--- src/rtl/zc_difftest_pkg.sv ---
// Shared definitions for the difftest commit queue: entry layout, the good-trap
// opcode and helpers for building and inspecting commit entries.
package zc_difftest_pkg;

    localparam int CQ_XLEN = 64;
    localparam int CQ_ILEN = 32;

    localparam logic [CQ_ILEN-1:0] TRAP_INST = 32'h0000006b;

    typedef struct packed {
        logic [CQ_XLEN-1:0] pc;
        logic [CQ_ILEN-1:0] instr;
        logic               wen;
        logic [7:0]         wdest;
        logic               skip;
        logic [CQ_XLEN-1:0] wdata;
    } commit_entry_t;

    // x0 is hard-wired to zero, so a write to it is never reported as a GPR update.
    function automatic commit_entry_t make_entry(
        input logic [CQ_XLEN-1:0] pc,
        input logic [CQ_ILEN-1:0] instr,
        input logic               wen,
        input logic [7:0]         wdest,
        input logic               skip,
        input logic [CQ_XLEN-1:0] wdata
    );
        commit_entry_t e;
        e.pc    = pc;
        e.instr = instr;
        e.wen   = wen & (wdest != 8'd0);
        e.wdest = wdest;
        e.skip  = skip;
        e.wdata = wdata;
        return e;
    endfunction

    function automatic logic is_trap(input commit_entry_t e);
        return e.instr == TRAP_INST;
    endfunction

endpackage

--- src/rtl/commit_fifo_mem.sv ---
// Commit queue storage: DEPTH entries, IN_CH write ports, OUT_CH asynchronous read ports.
// Storage carries no reset; validity is tracked by the pointers in the parent.
module commit_fifo_mem
    import zc_difftest_pkg::*;
#(
    parameter int DEPTH  = 8,
    parameter int IN_CH  = 2,
    parameter int OUT_CH = 2,
    parameter int AW     = $clog2(DEPTH)
) (
    input  logic              clock,
    input  logic [IN_CH-1:0]  i_wr_en,
    input  logic [AW-1:0]     i_wr_addr [IN_CH],
    input  commit_entry_t     i_wr_data [IN_CH],
    input  logic [AW-1:0]     i_rd_addr [OUT_CH],
    output commit_entry_t     o_rd_data [OUT_CH]
);

    commit_entry_t r_mem [DEPTH];

    always_ff @(posedge clock) begin
        for (int k = 0; k < IN_CH; k++) begin
            if (i_wr_en[k]) begin
                r_mem[i_wr_addr[k]] <= i_wr_data[k];
            end
        end
    end

    always_comb begin
        for (int j = 0; j < OUT_CH; j++) begin
            o_rd_data[j] = r_mem[i_rd_addr[j]];
        end
    end

endmodule

--- src/rtl/difftest_commit_queue.sv ---
// Multi-lane in-order commit buffer between the retire stage and the difftest commit ports.
// Optional good-trap detection and freeze is built when COMMIT_TRAP_EN is defined.
module difftest_commit_queue
    import zc_difftest_pkg::*;
#(
    parameter int XLEN   = CQ_XLEN,
    parameter int ILEN   = CQ_ILEN,
    parameter int IN_CH  = 2,
    parameter int OUT_CH = 2,
    parameter int DEPTH  = 8
) (
    input  logic                   clock,
    input  logic                   reset_n,
    input  logic [IN_CH-1:0]       in_valid,
    output logic                   in_ready,
    input  logic [IN_CH*XLEN-1:0]  in_pc,
    input  logic [IN_CH*ILEN-1:0]  in_instr,
    input  logic [IN_CH-1:0]       in_wen,
    input  logic [IN_CH*8-1:0]     in_wdest,
    input  logic [IN_CH*XLEN-1:0]  in_wdata,
    input  logic [IN_CH-1:0]       in_skip,
    output logic [OUT_CH-1:0]      out_valid,
    output logic [OUT_CH*XLEN-1:0] out_pc,
    output logic [OUT_CH*ILEN-1:0] out_instr,
    output logic [OUT_CH-1:0]      out_wen,
    output logic [OUT_CH*8-1:0]    out_wdest,
    output logic [OUT_CH*XLEN-1:0] out_wdata,
    output logic [OUT_CH-1:0]      out_skip,
    output logic [OUT_CH*8-1:0]    out_index,
    output logic [$clog2(DEPTH):0] occupancy,
    output logic [63:0]            instr_cnt,
    output logic [63:0]            cycle_cnt,
    input  logic [XLEN-1:0]        a0_value,
    output logic                   trap_valid,
    output logic [XLEN-1:0]        trap_code,
    output logic [XLEN-1:0]        trap_pc
);

    localparam int AW = $clog2(DEPTH);
    localparam int CW = AW + 1;

    logic [AW-1:0]     r_wr_ptr;
    logic [AW-1:0]     r_rd_ptr;
    logic [CW-1:0]     r_count;
    logic              r_live;
    logic [63:0]       r_instr_cnt;
    logic [63:0]       r_cycle_cnt;
    logic [OUT_CH-1:0] r_out_valid;
    commit_entry_t     r_out_ent [OUT_CH];

    logic              w_frozen;
    logic              w_trap_hit;
    logic [IN_CH-1:0]  w_push_vld;
    logic [CW-1:0]     w_npush;
    logic [CW-1:0]     w_npop;
    commit_entry_t     w_in_ent  [IN_CH];
    logic [IN_CH-1:0]  w_wr_en;
    logic [AW-1:0]     w_wr_addr [IN_CH];
    commit_entry_t     w_wr_data [IN_CH];
    logic [AW-1:0]     w_rd_addr [OUT_CH];
    commit_entry_t     w_rd_data [OUT_CH];
    logic [OUT_CH-1:0] w_take;
`ifdef COMMIT_TRAP_EN
    logic [XLEN-1:0]   w_trap_pc;
`endif

    // Readiness looks only at the registered count; a same-cycle pop earns no credit.
    assign in_ready   = r_live & ~w_frozen & (int'(r_count) <= DEPTH - IN_CH);
    assign w_push_vld = in_valid & {IN_CH{in_ready}};

    always_comb begin
        for (int i = 0; i < IN_CH; i++) begin
            w_in_ent[i] = make_entry(in_pc[i*XLEN +: XLEN], in_instr[i*ILEN +: ILEN],
                                     in_wen[i], in_wdest[i*8 +: 8], in_skip[i],
                                     in_wdata[i*XLEN +: XLEN]);
        end
    end

    // Compaction: the k-th valid lane (ascending) goes to write port k at wr_ptr+k.
    always_comb begin
        w_npush = '0;
        for (int k = 0; k < IN_CH; k++) begin
            w_wr_en[k]   = 1'b0;
            w_wr_data[k] = '0;
            w_wr_addr[k] = r_wr_ptr + AW'(k);
        end
        for (int i = 0; i < IN_CH; i++) begin
            if (w_push_vld[i]) begin
                for (int k = 0; k < IN_CH; k++) begin
                    if (int'(w_npush) == k) begin
                        w_wr_en[k]   = 1'b1;
                        w_wr_data[k] = w_in_ent[i];
                    end
                end
                w_npush = w_npush + CW'(1);
            end
        end
    end

    // Oldest entries fill lanes from 0; a trap entry ends the group at its own lane.
    always_comb begin
        w_npop     = '0;
        w_take     = '0;
        w_trap_hit = 1'b0;
`ifdef COMMIT_TRAP_EN
        w_trap_pc  = '0;
`endif
        for (int j = 0; j < OUT_CH; j++) begin
            w_rd_addr[j] = r_rd_ptr + AW'(j);
            if (!w_frozen && !w_trap_hit && int'(r_count) > j) begin
                w_take[j] = 1'b1;
                w_npop    = w_npop + CW'(1);
`ifdef COMMIT_TRAP_EN
                if (is_trap(w_rd_data[j])) begin
                    w_trap_hit = 1'b1;
                    w_trap_pc  = w_rd_data[j].pc;
                end
`endif
            end
        end
    end

    commit_fifo_mem #(
        .DEPTH  (DEPTH),
        .IN_CH  (IN_CH),
        .OUT_CH (OUT_CH)
    ) u_mem (
        .clock     (clock),
        .i_wr_en   (w_wr_en),
        .i_wr_addr (w_wr_addr),
        .i_wr_data (w_wr_data),
        .i_rd_addr (w_rd_addr),
        .o_rd_data (w_rd_data)
    );

    always_ff @(posedge clock or negedge reset_n) begin
        if (!reset_n) begin
            r_wr_ptr    <= '0;
            r_rd_ptr    <= '0;
            r_count     <= '0;
            r_live      <= 1'b0;
            r_instr_cnt <= '0;
            r_cycle_cnt <= '0;
            r_out_valid <= '0;
            for (int j = 0; j < OUT_CH; j++) begin
                r_out_ent[j] <= '0;
            end
        end else begin
            r_live      <= 1'b1;
            r_wr_ptr    <= r_wr_ptr + w_npush[AW-1:0];
            r_rd_ptr    <= r_rd_ptr + w_npop[AW-1:0];
            r_count     <= r_count + w_npush - w_npop;
            r_out_valid <= w_take;
            for (int j = 0; j < OUT_CH; j++) begin
                r_out_ent[j] <= w_take[j] ? w_rd_data[j] : '0;
            end
            if (!w_frozen) begin
                r_instr_cnt <= r_instr_cnt + 64'(w_npop);
                r_cycle_cnt <= r_cycle_cnt + 64'd1;
            end
        end
    end

    for (genvar j = 0; j < OUT_CH; j++) begin : g_out
        assign out_pc[j*XLEN +: XLEN]    = r_out_ent[j].pc;
        assign out_instr[j*ILEN +: ILEN] = r_out_ent[j].instr;
        assign out_wen[j]                = r_out_ent[j].wen;
        assign out_wdest[j*8 +: 8]       = r_out_ent[j].wdest;
        assign out_wdata[j*XLEN +: XLEN] = r_out_ent[j].wdata;
        assign out_skip[j]               = r_out_ent[j].skip;
        assign out_index[j*8 +: 8]       = 8'(j);
    end

    assign out_valid = r_out_valid;
    assign occupancy = r_count;
    assign instr_cnt = r_instr_cnt;
    assign cycle_cnt = r_cycle_cnt;

`ifdef COMMIT_TRAP_EN
    logic            r_trap_valid;
    logic [XLEN-1:0] r_trap_code;
    logic [XLEN-1:0] r_trap_pc;

    always_ff @(posedge clock or negedge reset_n) begin
        if (!reset_n) begin
            r_trap_valid <= 1'b0;
            r_trap_code  <= '0;
            r_trap_pc    <= '0;
        end else if (w_trap_hit) begin
            r_trap_valid <= 1'b1;
            r_trap_code  <= a0_value;
            r_trap_pc    <= w_trap_pc;
        end
    end

    assign w_frozen   = r_trap_valid;
    assign trap_valid = r_trap_valid;
    assign trap_code  = r_trap_code;
    assign trap_pc    = r_trap_pc;
`else
    logic w_unused_a0;
    assign w_unused_a0 = ^a0_value;
    assign w_frozen    = 1'b0;
    assign trap_valid  = 1'b0;
    assign trap_code   = '0;
    assign trap_pc     = '0;
`endif

endmodule

--- config.mk ---
export PLATFORM = sky130hd
export DESIGN_NAME = difftest_commit_queue
export DESIGN_NICKNAME = d
export VERILOG_FILES = /design/src/rtl/zc_difftest_pkg.sv /design/src/rtl/commit_fifo_mem.sv /design/src/rtl/difftest_commit_queue.sv
export SDC_FILE = /design/constraint.sdc
export NUM_CORES = 2
export LEC_CHECK = 0
export ABC_AREA = 1
export CAP_MARGIN = 5
export CORE_AREA = 2 2 430 432
export CTS_CLUSTER_SIZE = 40
export DETAILED_ROUTE_END_ITERATION = 7
export DIE_AREA = 0 0 432 434
export PLACE_DENSITY = 0.83
export SLEW_MARGIN = 30
export SYNTH_ARGS = -nofsm -noshare
export SYNTH_HDL_FRONTEND = slang
export SYNTH_SLANG_ARGS = --single-unit
--- constraint.sdc ---
create_clock -name clock -period 16.99 [get_ports clock]
set_input_delay 2.5485 -clock clock [delete_from_list [all_inputs] [get_ports clock]]
set_output_delay 2.5485 -clock clock [all_outputs]
set_load 0.05 [all_outputs]
* After elaboration in Yosys (flattened, before gate mapping)
Memory sizes are Yosys's and may differ from the RTL's. Cells that the tools add are included.
Operators by class: $add $sub $neg 10, $mul 0, divide/modulo/power cells 0, $lt $le $gt $ge 3, equal/unequal tests 1, shift operators 0, muxes and demuxes 20, bitwise logic cells 4, reduce and logical (&&, ||, !) cells 3
Operators by type and width (number):
- $mux W170 | 5
- $mux W340 | 1
- $add A64 B1 Y64 const B | 1
- $add A64 B4 Y64 | 1
- $reduce_bool A8 Y1 | 2
- $mux W1 | 11
- $add A4 B1 Y4 const B | 2
- $gt A4 B1 Y1 const B | 2
- $mux W4 | 2
- $add A3 B1 Y3 const B | 2
- $add A3 B3 Y3 | 2
- $add A4 B4 Y4 | 1
- $eq A4 B2 Y1 const B | 1
- $le A4 B3 Y1 const B | 1
- $logic_not A4 Y1 | 1
- $sub A4 B4 Y4 | 1
- $and A1 B1 Y1 | 3
- $and A2 B2 Y2 | 1
- $mux W2 | 1
Word-level totals: bits in registers 481, latch bits 0, memory bits (writable) 1360, ROM bits 0, bits of input ports 408, word-level logic and storage cells 61, memories kept 1
Memories:
- u_mem.r_mem | depth 8, bits a word 170, rd ports 2, clocked after memory_dff 0, wr ports 2, RTL line commit_fifo_mem.sv:19 | commit_entry_t r_mem [DEPTH];

* Longest topological paths before layout
depth in word-level cells 9, gate-level depth with buffers 19, gate-level depth less buffers 19

* Cells and area by module
From an unflattened synthesis, not the netlist that was laid out.
Unflattened totals: cell total of the unflattened synthesis 15530, area, all modules 110239.5 sq um
Modules (own cells, without submodules):
- commit_fifo_mem | times used 1, cells an instance 12424, area an instance 86610.6 sq um, sequential area each 40839.2 sq um
- difftest_commit_queue | times used 1, cells an instance 3106, area an instance 23628.9 sq um, sequential area each 12036.5 sq um

* Worst setup path before layout
Ideal clock, no wire load.
path kind input-to-reg, start input port in_valid[0], end memory u_mem.r_mem[4][0] in the netlist's numbering (enable), data arrival time 15.568 ns, setup slack 0.488 ns, stages on the path 8, buffers on the path 2, cells stage by stage buf_2 inv_2 nor2_4 buf_2 inv_1 ha_1 or2_2 o21ai_0
RTL lines:
- start, declared | RTL line difftest_commit_queue.sv:14 | input logic [IN_CH-1:0] in_valid,
- end, declared | RTL line commit_fifo_mem.sv:19

==> summary.md <==
| Metric | Value |
|---|---|
| Pre-CTS setup slack | 9.190 ns |
| Launch instance of the worst register-to-register path | occupancy[3] |
| Crit end category | register |
| Worst path setup slack after routing | approximately 9.8 ns |
| Total wire length after detailed routing | between 300000 and 400000 um |
| Setup Skew | between 0.03 and 0.04 ns |
| Combinational share of power | about half |
| Initial antenna violation count | 26 |
| DRC violation total after the first TritonRoute iteration | ~17000 |
| Mean routed wirelength per cell | 24.27 um |
| Status | complete, but fails checks |
| Post-route fraction of the period consumed by the critical path | approximately 42% |
| CTS max path bufs | 3 |
| CTS tree | built |
| Post-synthesis cell area | 105400 um2 |
| Clock root cell | sky130_fd_sc_hd__clkbuf_16 |
| Peak supply drop | around 0.33 mV |
| Worst-margin pin slew | around 1.2 ns |
| Yosys warns | 0 |
| CP startpoint kind | primary input |
| GRT overflow | 0 |
| Sequential Power Share | 29.1% |
| Portion of total power attributed to the clock network | between 10% and 20% |
| Switching part of the total | 48.00% |
| Post-CTS setup buffers | 0 |
| Normalized max-slew margin | roughly 20% |
| CP Class | primary input to register |
| Internal power | 0.01156 W |
| Maximum number of pins on one net before global-route repair | ~290 |
| I/O pins | 1028 |
| Sw Pwr | 0.01067 W |
| H-tree depth reported by CTS | 4 |
| Insertion delay to the later sink of the worst-skew pair | a little under 0.9 ns |
| Number of distinct library cell variants in the gate-level netlist after synthesis | 39 |
| RSZ-0062 raised after global routing | false |
| Die area | 187500 um2 |
| Gr usage total | ~41% |
| Final critical path time including I/O delays and setup | approximately 7.2 ns |
| Maximum fanout encountered on the critical timing path | 77 |
| Power Dens Cells | around 180 nW/um2 |
| Hold path startpoint | instr_cnt[24] |
| Post-CTS resize count | 0 |
| Number of max-slew violations in the final report | 0 |
| Initial core utilization | approximately 58% |
| Via count | 100300 |
| RePlAce Congestion | slightly below 1 |
| Number of flip-flops and latches in the synthesized netlist | roughly 1800 |
| Number of global-route vias before repair | 92020 |
| Count of clock tree sinks | ~1800 |
| Antenna-violating nets left | 0 |
| Worst EP arrival | about 7.9 ns |
| Core region area | around 180000 um2 |
| Setup TNS | 0 ns |
| DRC violations left | 4 |
| Post-CTS Hold Fix Bufs | 0 |
| Die height | 434 um |
| Number of instances in the synthesized netlist | approximately 13000 |
| Commonest non-fill, non-tap cells in the layout | sky130_fd_sc_hd__nand2_1 (5028), sky130_fd_sc_hd__o21ai_0 (1476), sky130_fd_sc_hd__edfxtp_1 (1360) |
| Achievable frequency | ~0.14 GHz |
| Origin of the worst setup path | in_valid[0] |
| Endpoints failing hold | 0 |
| Via density per instance | approximately 6.2 |
| Worst Path Required | between 15 and 20 ns |
| Die outline width | 432 um |
| Final setup violation count | 0 |
| Type of the most critical hold path | register to register |
| Clock transition at the registers of the reported paths | ~0.06 ns |
| Site Rows | 157 |
| Net total in the final layout | roughly 14000 |
| Leakage power summed over all cells | 50.09 nW |
| Sequential share of the synthesized area | 50.17% |
| First-pass GRT wire length | roughly 570000 um |
| Violated checks | DRC |
| Fraction of layout instances using a drive strength above 1 | around 6.4% |
| # port buffers | 818 |
| Clock buffer count from CTS | between 150 and 200 |
| Max-cap violations | 0 |
| Synthesized area per cell | 7.820 um2 |
| Total Power Consumption | roughly 0.022 W |
| Detail Placement HPWL | between 200000 and 250000 um |
| Growth of design area from synthesis to finish | 14.21% |
| Most common library cell in the layout ignoring fill and taps | sky130_fd_sc_hd__nand2_1 |
| Detailed Routing Iterations Pass 1 | 8 |
-- stage by stage --
| stage | cell area [um2] | hold slack [ns] | cells | util, % |
|---|---|---|---|---|
| 6_report | 120400 | 0.5167 | 16270 | 65.97 |
| 5_1_grt | 120400 | 0.5373 | 16260 | 65.96 |
| 4_1_cts | 120200 | 0.5177 | 16260 | 65.88 |
| 3_5_place_dp | 113600 | 0.5082 | 15880 | 62.25 |
| 3_3_place_gp | 113400 | 0.4889 | 15880 | 62.12 |
| 2_1_floorplan | 105900 | 0.5015 | 13620 | - |
-- critical path: stages --
cell	delay (ns)
sky130_fd_sc_hd__buf_8	0.34
sky130_fd_sc_hd__inv_12	0.39
sky130_fd_sc_hd__nor2_4	0.23
sky130_fd_sc_hd__ha_1	0.32
sky130_fd_sc_hd__nand2_1	0.10
sky130_fd_sc_hd__inv_2	0.28
sky130_fd_sc_hd__nand2_8	0.35
sky130_fd_sc_hd__buf_12	0.42
sky130_fd_sc_hd__inv_8	0.67
sky130_fd_sc_hd__buf_4	0.96
sky130_fd_sc_hd__buf_4	0.80
sky130_fd_sc_hd__nand2_1	0.14
sky130_fd_sc_hd__nand2_1	0.11
-- path summary, 6_finish.rpt --
check	end	slack (ns)	cells past startpoint
min in group asynchronous	cycle_cnt[0]	1.68	1
min	instr_cnt[24]	0.52	1
max	u_mem.r_mem[2][127]	9.81	13
min reg2reg	instr_cnt[24]	0.52	1
max reg2reg	u_mem.r_mem[2][127]	10.88	15
max in group asynchronous	out_instr[50]	12.78	4
-- cell type report --
class	instances	area [um2]
antenna	4	10.01
clock buffer	305	5866
clock inverter	68	747.0
fill	14350	62110
inverter	504	1987
multi-input combinational	10210	46170
sequential	1841	52890
tap	2385	2984
timing repair buffer	953	9732
-- power by group through the flow --
stage	clock [W]	sequential, W	combinational, W
after floorplan	0	0.00795	0.00602
after global placement	0	0.00649	0.0107
after detailed placement	0	0.00651	0.0109
after CTS	0.00440	0.00642	0.0109
after global routing	0.00458	0.00650	0.0121
final	0.00441	0.00648	0.0113
-- per-layer routing --
| layer | share of wire (%) | GRT usage [%] | up-vias |
|---|---|---|---|
| li1 | - | - | 44420 |
| met1 | 33 | 51.62 | 45040 |
| met2 | 42 | 59.91 | 8723 |
| met3 | 15 | 10.56 | 2125 |
| met4 | 9.2 | 31.88 | 28 |
| met5 | 0.043 | 0 | - |
-- synthesized netlist by cell type, drive strengths merged --
library cell     n  area share (%)
nor2          1240             5.0
dfrtp          481              11
fa               3           0.057
xor2            52            0.44
nor3           211             1.0
buf            541             3.1
ha              19            0.23
nand3b           6           0.043
o21bai           1          0.0071
clkbuf         530             1.9
a21oi         1021             4.8
o22ai            1          0.0059
mux2i            1          0.0095
clkinv           1          0.0047
edfxtp        1360              39
conb             2          0.0071
inv            503             1.8
and2             3           0.018
or2            172             1.0
nand4           42            0.25
nand3          249             1.2
o21ai         1889             9.8
xnor2           32            0.27
nand2         5118              19
-- state kept, by name, indices dropped and copies added, names as in the netlist, 3 cells and up --
register / cells
cycle_cnt: 64
instr_cnt: 64
occupancy: 4
out_instr: 64
out_pc: 128
out_wdata: 128
out_wdest: 16
r_rd_ptr: 3
r_wr_ptr: 3
u_mem.r_mem: 1360
-- kinds of logic (layout without fill, tap and decap cells) --
family	count (synthesis)	count (layout)	synth area share [%]
multiplexers	1	1	0.009497
other	2	150	0.007125
flip-flops	1841	1841	50.17
AO/OA/AOI/OAI	2912	2912	14.69
adder cells (fa/ha/maj)	22	22	0.2825
buffers and inverters	1575	1830	6.752
AND/OR/NAND/NOR	7041	7041	27.39
XOR/XNOR	84	84	0.7051
(Power assumes the default switching activity.)
